File: config.mk
export PLATFORM = sky130hd
export DESIGN_NAME = reg_scan_ctrl
export DESIGN_NICKNAME = d
export VERILOG_FILES = /design/src/rtl/dbg_pkg.sv /design/src/rtl/tick_prescaler.sv /design/src/rtl/reg_scan_ctrl.sv
export SDC_FILE = /design/constraint.sdc
export NUM_CORES = 1
export LEC_CHECK = 0
export ABC_AREA = 1
export ABC_CLOCK_PERIOD_IN_PS = 4370
export CORE_MARGIN = 2
export CORE_UTILIZATION = 25
export CTS_CLUSTER_SIZE = 40
export DETAILED_ROUTE_END_ITERATION = 12
export SYNTH_ARGS = -nofsm -noshare
export SYNTH_HDL_FRONTEND = slang
export SYNTH_SLANG_ARGS = --single-unit
File: constraint.sdc
create_clock -name clk -period 4.37 [get_ports clk]
set_input_delay 0.874 -clock clk [delete_from_list [all_inputs] [get_ports clk]]
set_output_delay 0.874 -clock clk [all_outputs]
set_load 0.02 [all_outputs]
File: src/rtl/dbg_pkg.sv
// Shared types and default rates for the board debug scan controller.
package dbg_pkg;

    typedef enum logic [1:0] {
        S_RESET = 2'd0,
        S_WAIT  = 2'd1,
        S_RUN   = 2'd2,
        S_PAUSE = 2'd3
    } scan_state_t;

    // Default step rates for a board clock in the tens of MHz.
    localparam int DBG_SLOW_DIV = 1_000_000;
    localparam int DBG_FAST_DIV = 250_000;

    function automatic int max_int(input int a, input int b);
        return (a > b) ? a : b;
    endfunction

endpackage

File: src/rtl/tick_prescaler.sv
// Rate prescaler: one-cycle tick every SLOW_DIV or FAST_DIV enabled cycles.
module tick_prescaler
    import dbg_pkg::*;
#(
    parameter int SLOW_DIV = DBG_SLOW_DIV,
    parameter int FAST_DIV = DBG_FAST_DIV
) (
    input  logic clk,
    input  logic rst_n,
    input  logic enable,
    input  logic fast,
    input  logic clear,
    output logic tick
);

    localparam int CW = $clog2(max_int(SLOW_DIV, FAST_DIV));
    localparam logic [CW-1:0] SLOW_TC = CW'(SLOW_DIV - 1);
    localparam logic [CW-1:0] FAST_TC = CW'(FAST_DIV - 1);

    logic [CW-1:0] r_cnt;
    logic          r_fast_prev;
    logic          w_fast_chg;
    logic          w_tc;

    // Terminal-count detect; a rate change suppresses the tick in that cycle.
    always_comb begin
        w_fast_chg = fast ^ r_fast_prev;
        w_tc       = fast ? (r_cnt == FAST_TC) : (r_cnt == SLOW_TC);
        tick       = enable & w_tc & ~w_fast_chg;
    end

    // Counter restarts from 0 when idle, cleared, on rate change or after a tick.
    always_ff @(posedge clk or negedge rst_n) begin
        if (!rst_n) begin
            r_cnt       <= '0;
            r_fast_prev <= 1'b0;
        end else begin
            r_fast_prev <= fast;
            if (!enable || clear || w_fast_chg || w_tc)
                r_cnt <= '0;
            else
                r_cnt <= r_cnt + 1'b1;
        end
    end

endmodule

File: src/rtl/reg_scan_ctrl.sv
// Board debug controller: core reset sequencing, register-file address
// scanning (timed or manual step) and LED page display of the read data.
module reg_scan_ctrl
    import dbg_pkg::*;
#(
    parameter int NUM_REGS   = 32,
    parameter int DATA_W     = 32,
    parameter int LED_W      = 16,
    parameter int RST_CYCLES = 4,
    parameter int SLOW_DIV   = DBG_SLOW_DIV,
    parameter int FAST_DIV   = DBG_FAST_DIV,
    localparam int AW        = $clog2(NUM_REGS),
    localparam int PAGES     = DATA_W / LED_W,
    localparam int PW        = (PAGES > 1) ? $clog2(PAGES) : 1
) (
    input  logic              clk,
    input  logic              reset,
    input  logic              btn_fast,
    input  logic              btn_pause,
    input  logic              btn_step,
    input  logic [PW-1:0]     page_sel,
    input  logic              core_done,
    input  logic [DATA_W-1:0] reg_data,
    output logic              core_reset,
    output logic [AW-1:0]     reg_addr,
    output logic [LED_W-1:0]  led,
    output logic              scan_tick,
    output logic [1:0]        scan_state
);

    localparam int RCW = $clog2(RST_CYCLES + 1);
    localparam logic [RCW-1:0] RST_LAST  = RCW'(RST_CYCLES - 1);
    localparam logic [AW-1:0]  ADDR_LAST = AW'(NUM_REGS - 1);

    scan_state_t      r_state;
    scan_state_t      w_state_next;
    logic [RCW-1:0]   r_rst_cnt;
    logic             r_step_q;
    logic             r_step_q2;
    logic             w_step_rise;
    logic             w_tick;
    logic             w_pre_en;
    logic             w_pre_clr;
    logic             w_adv;
    logic [AW-1:0]    r_addr;
    logic             r_core_reset;
    logic             r_scan_tick;
    logic [LED_W-1:0] r_led;
    logic [LED_W-1:0] w_led;

    assign core_reset = r_core_reset;
    assign reg_addr   = r_addr;
    assign led        = r_led;
    assign scan_tick  = r_scan_tick;
    assign scan_state = r_state;

    // Prescaler only counts in RUN and restarts from 0 whenever RUN is left.
    assign w_pre_en  = (r_state == S_RUN);
    assign w_pre_clr = (w_state_next != S_RUN);

    tick_prescaler #(
        .SLOW_DIV (SLOW_DIV),
        .FAST_DIV (FAST_DIV)
    ) u_prescaler (
        .clk    (clk),
        .rst_n  (reset),
        .enable (w_pre_en),
        .fast   (btn_fast),
        .clear  (w_pre_clr),
        .tick   (w_tick)
    );

    // Step edge is taken from a registered copy, giving one cycle of latency.
    assign w_step_rise = r_step_q & ~r_step_q2;

    // Next-state and address-advance decision.
    always_comb begin
        w_state_next = r_state;
        w_adv        = 1'b0;
        case (r_state)
            S_RESET: begin
                // The last reset-pulse edge is also the first edge that
                // samples core_done, so a finished core skips WAIT.
                if (r_rst_cnt == RST_LAST) begin
                    if (core_done)
                        w_state_next = btn_pause ? S_PAUSE : S_RUN;
                    else
                        w_state_next = S_WAIT;
                end
            end
            S_WAIT: begin
                if (core_done)
                    w_state_next = btn_pause ? S_PAUSE : S_RUN;
            end
            S_RUN: begin
                if (!core_done)
                    w_state_next = S_WAIT;
                else if (btn_pause)
                    w_state_next = S_PAUSE;
                else
                    w_adv = w_tick;
            end
            S_PAUSE: begin
                if (!core_done) begin
                    w_state_next = S_WAIT;
                end else begin
                    if (!btn_pause)
                        w_state_next = S_RUN;
                    w_adv = w_step_rise;
                end
            end
            default: w_state_next = S_RESET;
        endcase
    end

    // LED page mux; out-of-range pages show nothing.
    always_comb begin
        w_led = '0;
        for (int p = 0; p < PAGES; p++) begin
            if (page_sel == PW'(p))
                w_led = reg_data[p*LED_W +: LED_W];
        end
    end

    // State register and core reset pulse.
    always_ff @(posedge clk or negedge reset) begin
        if (!reset) begin
            r_state      <= S_RESET;
            r_rst_cnt    <= '0;
            r_core_reset <= 1'b1;
        end else begin
            r_state      <= w_state_next;
            r_rst_cnt    <= (r_state == S_RESET) ? r_rst_cnt + 1'b1 : '0;
            r_core_reset <= (w_state_next == S_RESET);
        end
    end

    // Step button history, updated in every state.
    always_ff @(posedge clk or negedge reset) begin
        if (!reset) begin
            r_step_q  <= 1'b0;
            r_step_q2 <= 1'b0;
        end else begin
            r_step_q  <= btn_step;
            r_step_q2 <= r_step_q;
        end
    end

    // Address counter with wrap at NUM_REGS, and its advance pulse.
    always_ff @(posedge clk or negedge reset) begin
        if (!reset) begin
            r_addr      <= '0;
            r_scan_tick <= 1'b0;
        end else begin
            r_scan_tick <= w_adv;
            if (w_adv)
                r_addr <= (r_addr == ADDR_LAST) ? '0 : r_addr + 1'b1;
        end
    end

    // Registered LED output.
    always_ff @(posedge clk or negedge reset) begin
        if (!reset)
            r_led <= '0;
        else
            r_led <= w_led;
    end

endmodule

==> results of run 1 <==
-- layout make-up --
cell class,instances,area (µm²)
fill,996,6330
sequential,51,1280
multi-input combinational,181,1060
timing repair buffer,64,633
tap,133,166
inverter,32,120
clock buffer,7,86.3
clock inverter,1,8.76
-- registers in the layout (all words and copies together) (netlist names) --
signal                   flops
r_step_q                     1
scan_state                   2
r_step_q2                    1
u_prescaler.r_fast_prev      1
core_reset                   1
led                         16
u_prescaler.r_cnt           20
r_rst_cnt                    3
scan_tick                    1
reg_addr                     5
-- synth_stat cells (2+ instances only) --
cell type	n	share of area, %
nand3_2	2	0.81
nand3_1	14	2.8
inv_1	30	4.5
nand2_1	59	8.9
nand4_1	4	1.0
xor2_1	6	2.1
buf_2	2	0.40
o21ai_0	2	0.40
inv_2	2	0.30
ha_1	5	2.5
nor3_2	2	0.81
nor2_1	41	6.2
a21oi_1	6	1.2
xnor2_1	3	1.1
nor2_4	2	0.91
nor2_2	3	0.76
nor3b_2	4	2.0
dfrtp_1	50	50
nor3_1	6	1.2
mux2_2	16	7.3
nand2_2	3	0.76
-- final timing paths --
kind	slack (ns)	from	depth (start not counted)	endpoint
worst min-delay path	0.39	r_step_q	0	r_step_q2
worst min register to register	0.39	r_step_q	0	r_step_q2
min in group asynchronous	0.68	reset	2	u_prescaler.r_cnt[14]
max in group asynchronous	3.26	reset	2	u_prescaler.r_cnt[4]
worst max register to register	2.45	u_prescaler.r_cnt[0]	8	u_prescaler.r_cnt[6]
worst max-delay path	1.96	btn_fast	8	u_prescaler.r_cnt[6]
-- power groups by stage --
stage          clock [mW]  combinational (mW)  sequential (mW)
2_1_floorplan           0              0.0580            0.565
3_3_place_gp            0               0.196            0.535
3_5_place_dp            0               0.197            0.535
4_1_cts             0.306               0.199            0.526
5_1_grt             0.325               0.218            0.530
6_report            0.291               0.195            0.525
-- routing by layer --
metal	track usage (%)	part of all wire [%]	up-vias
li1	-	-	977
met1	11.7	44	857
met2	15.4	44	66
met3	4.85	10	9
met4	3.19	1.6	0
met5	0	0	-
-- metrics by stage --
stage	instance area [µm²]	hold WS [ns]	power (mW)	utilization, %
2_1_floorplan	2480	0.354	0.623	-
3_3_place_gp	3260	0.361	0.730	33.6
3_5_place_dp	3260	0.370	0.733	33.6
4_1_cts	3350	0.396	1.03	34.6
5_1_grt	3350	0.417	1.07	34.6
6_report	3350	0.392	1.01	34.6
-- kinds of logic (layout without fill, tap and decap cells) --
kind of cell    Yosys count  after routing  synth area share (%)
simple gates            143            143                  28.2
flops                    51             51                  51.5
buf+inv                  36            104                  5.70
mux                      16             16                  7.27
xor+xnor                  9              9                  3.18
compound gates            8              8                  1.61
fa+ha+maj                 5              5                  2.52
-- critical path: stages --
cell,delay (ns)
clkdlybuf4s50_1,0.57
inv_1,0.08
nor3_1,0.15
nand2_1,0.07
nand2_1,0.08
nand2_1,0.05
nand2_1,0.57
nor3_1,0.10
==> metrics.txt, run 1 <==
status=complete, no violations; Setup-failing EPs final=0; commonest non-fill, non-tap cell in the layout=clkdlybuf4s50_1; Core ar.=0.00968 mm²; Crit path required time=4.52 ns; Buffers on Ports=63; Clk pwr share=28.8%; power share of the combinational group=19.2%; Syn Area/Cell=9.25 µm²; WP data arrival=2.56 ns; row count=36; Post-Syn Instances=268; I/O pins=64; Post-CTS Setup Repair Bufs=0; Synth Register Bits=51; switch share=27.2%; Via Count=1909; max-cap check violation count=0; Vias/cell=4.07; post-route setup TNS=0 ns; synthesis-to-layout area growth=35.2%; RSZ-0062 raised after global routing=false; maximum fanout along the worst path=20; Slew @ Worst Pin=0.778 ns; worst rel slew slack=48.0%; Yosys Warn Count=0; initial antenna violation count=0; Seq/Total Area, Yosys=51.5%; first-pass GRT wire length=8600 µm; Initial Utilization=25.6%; most frequent cells in the layout=62 x clkdlybuf4s50_1, 59 x nand2_1, 50 x dfrtp_1, 41 x nor2_1, 30 x inv_1; Max Freq=0.416 GHz; GP Congestion=0.877; cts repair resizes=0; Worst-path clk slew=0.11 ns; clk_skew=0.0229 ns; drt total wl=4980 µm; Global Route Usage Sum=9.78%; Seq pwr share=52.0%; Final Hold Fails=0; Max Slew Vio Count=0; Peak VDD IR=127 µV; DP Worst Slack=1.58 ns; Clk Latency, worst-skew pair=0.32 ns; DR iter-0 viols=64; power per cell area=302 mW/mm²; synthesized cell area=0.00248 mm²; Placed Cells incl. Taps=461; startpoint types=primary input; Worst setup EP type=flop; Die Area=0.0107 mm²; Antenna diodes=0; Root Driver=clkbuf_8; 1st-pass router iterations=4; grt total ovfl=0; number of H-tree levels=2; DP HPWL=3740 µm; Final nets=379; top_reg_cell synth=dfrtp_1; largest net degree at the start of global routing=52; total leakage power=1.44 nW; CP Class=in2reg; Switch Pwr=275 µW; Setup WS post-layout=1.96 ns; Max Root-Sink Buffers=2; vias in the first global route=1910; FFs w/ async S/R, synth=100%; Die X-Extent=104 µm; drt wl/cell=10.6 µm; Post-DRT Antenna Nets=0; ratio of cells with drive above 1 in the final layout=14.0%; Die Ht=104 µm; CTS tree=done; fin crit share=55.1%; non-filler cells, final=469; synth unique cells=27; Post-CTS Hold Buffers=0; Post-synth EDFFs=0; P_int=736 µW; CTS Buf Count=5; Final min period=2.41 ns; DRC=0; Hold WC Path Type=reg2reg; CTS Sinks=51; Mapped Nets=312
Power figures use the tool's default switching activity.
==> run 2, diff against run 1 <==
- ABC_CLOCK_PERIOD_IN_PS: 4370 -> 1900
- clock period: 4.37 -> 1.9 ns (I/O delays scaled with it)
==> metrics.txt, run 2 (synthesized netlist as in run 1, its figures left out) <==
GRT met2 Usage=15.3% (-0.047 points); CTS Sinks=51 (unchanged); Largest Register=u_prescaler.r_cnt; first-pass GRT wire length=8560 µm (-0.49%); Final Hold Fails=0 (unchanged); 1st-pass router iterations=4 (unchanged); Initial Utilization=25.6% (unchanged); number of H-tree levels=2 (unchanged); most frequent cells in the layout=62 x clkdlybuf4s50_1, 59 x nand2_1, 50 x dfrtp_1, 41 x nor2_1, 30 x inv_1; switch share=25.0% (-2.2 points); clk_skew=0.00793 ns (-0.0150 ns); synthesis-to-layout area growth=39.0%; drt wl/cell=10.6 µm (-0.58%); cts repair resizes=0 (unchanged); startpoint types=flop; Antenna diodes=0 (unchanged); CTS Buf Count=5 (unchanged); max-cap check violation count=0 (unchanged); grt met3 use=4.78% (-0.063 points); total leakage power=1.49 nW (+3.2%); Vias/cell=4.06 (-0.22%); Post-CTS Setup Repair Bufs=0 (unchanged); Final nets=382 (+0.79%); status=complete, no violations; Worst-path clk slew=0.10 ns (about the same); CTS tree=done; CP max stage cell=clkdlybuf4s50_1; I/O pins=64 (unchanged); Clk pwr share=35.3% (+6.5 points); Die Ht=104 µm (unchanged); slowest stage delay, CP=0.59 ns (+0.02 ns); Layout fillers=989 (-0.70%); DP HPWL=3900 µm (+4.3%); GP Congestion=0.876 (-0.11%); total power=2.58 mW (+160%); maximum fanout along the worst path=1 (-95%); DR iter-0 viols=115 (+80%); DRC=0 (unchanged); Slew @ Worst Pin=0.559 ns (-0.219 ns); power share of the combinational group=17.8% (-1.4 points); met1 usage=11.7% (-0.044 points); Max Slew Vio Count=0 (unchanged); Die X-Extent=104 µm (unchanged); Post-DRT Antenna Nets=0 (unchanged); vias in the first global route=1869 (-2.1%); power per cell area=749 mW/mm² (+150%); initial antenna violation count=0 (unchanged); Worst setup EP type=output port; fin crit share=94.9%; Setup WS post-layout=0.0974 ns (-1.87 ns); CP Cell Sequence=clkdlybuf4s50_1; row count=36 (unchanged); non-filler cells, final=472 (+0.64%); Die Area=0.0107 mm² (unchanged); delay-heaviest family, CP=buffers and inverters; Clk Latency, worst-skew pair=0.31 ns (about the same); number of flip-flops in the largest register=20 (unchanged); DP Worst Slack=0.00460 ns (-1.57 ns); Buffers on Ports=63 (unchanged); commonest non-fill, non-tap cell in the layout=clkdlybuf4s50_1; Core ar.=0.00968 mm² (unchanged); Setup-failing EPs final=0 (unchanged); drt total wl=4980 µm (about the same); CP Class=reg2out; grt total ovfl=0 (unchanged); RSZ-0062 raised after global routing=false; Peak VDD IR=335 µV (+160%); largest net degree at the start of global routing=30 (-42%); ratio of cells with drive above 1 in the final layout=15.0% (+1.1 points); Switch Pwr=646 µW (+130%); GRT Max-Usage Layer=met2; Post-CTS Hold Buffers=0 (unchanged); Placed Cells incl. Taps=464 (+0.65%); Seq pwr share=46.8% (-5.2 points); Final min period=1.80 ns; Via Count=1917 (+0.42%); post-route setup TNS=0 ns (unchanged); Hold WC Path Type=in2async; WP data arrival=1.42 ns (-1.14 ns); P_int=1.93 mW (+160%); CP Buf/Inv Count=1 (-1); Crit path required time=1.52 ns (-3.00 ns); Root Driver=clkbuf_8; Max Root-Sink Buffers=2 (unchanged); Max Freq=0.555 GHz; worst rel slew slack=62.7% (+15 points); Global Route Usage Sum=9.78% (about the same)
[run 2: cell count changes in the layout (fill, tap and decap cells not counted)]
cell,before,now
buf_12,0,2
buf_4,1,2
bufinv_16,0,2
inv_8,0,1
clkbuf_8,6,5
clkbuf_1,1,0
inv_6,1,0
[run 2: power by group through the flow]
| stage | combinational [mW] | sequential (mW) | clock, mW |
|---|---|---|---|
| CTS | 0.470 | 1.21 | 0.947 |
| global placement | 0.462 | 1.23 | 0 |
| global route | 0.507 | 1.22 | 1.00 |
| detailed placement | 0.468 | 1.23 | 0 |
| floorplan | 0.133 | 1.30 | 0 |
| finish | 0.460 | 1.21 | 0.912 |
[run 2: metrics by stage]
| step | hold WS, ns | util, % | area [µm²] |
|---|---|---|---|
| floorplan | 0.0844 | - | 2480 |
| finish | 0.0470 | 35.6 | 3450 |
| global placement | 0.359 | 34.1 | 3310 |
| global route | 0.0837 | 35.6 | 3450 |
| detailed placement | 0.367 | 34.1 | 3310 |
| CTS | 0.0651 | 35.6 | 3450 |
[run 2: final timing paths]
check / depth (start not counted) / slack [ns] / startpoint / to
max: 1 / 0.1 / core_reset / core_reset
min: 1 / 0.05 / reset / u_prescaler.r_cnt[13]
max reg2reg: 10 / 0.31 / u_prescaler.r_cnt[0] / reg_addr[2]
min reg2reg: 0 / 0.39 / r_step_q / r_step_q2
max in group asynchronous: 2 / 1.32 / reset / led[7]
min in group clk: 0 / 0.39 / r_step_q / r_step_q2
[run 2: final cells by class]
type	count	area [µm²]	share of cell area (%)
Sequential cell	51	1280	37.1
Clock inverter	3	71.3	2.07
Tap cell	133	166	4.83
Multi-Input combinational cell	181	1060	30.8
Inverter	32	120	3.49
Timing Repair Buffer	67	681	19.8
Clock buffer	5	68.8	2.00
[run 2: routing by layer]
layer  wire length, µm  part of all wire [%]
met1              2060                    41
met2              2300                    46
met4                80                   1.6
met3               549                    11
met5                 0                     0
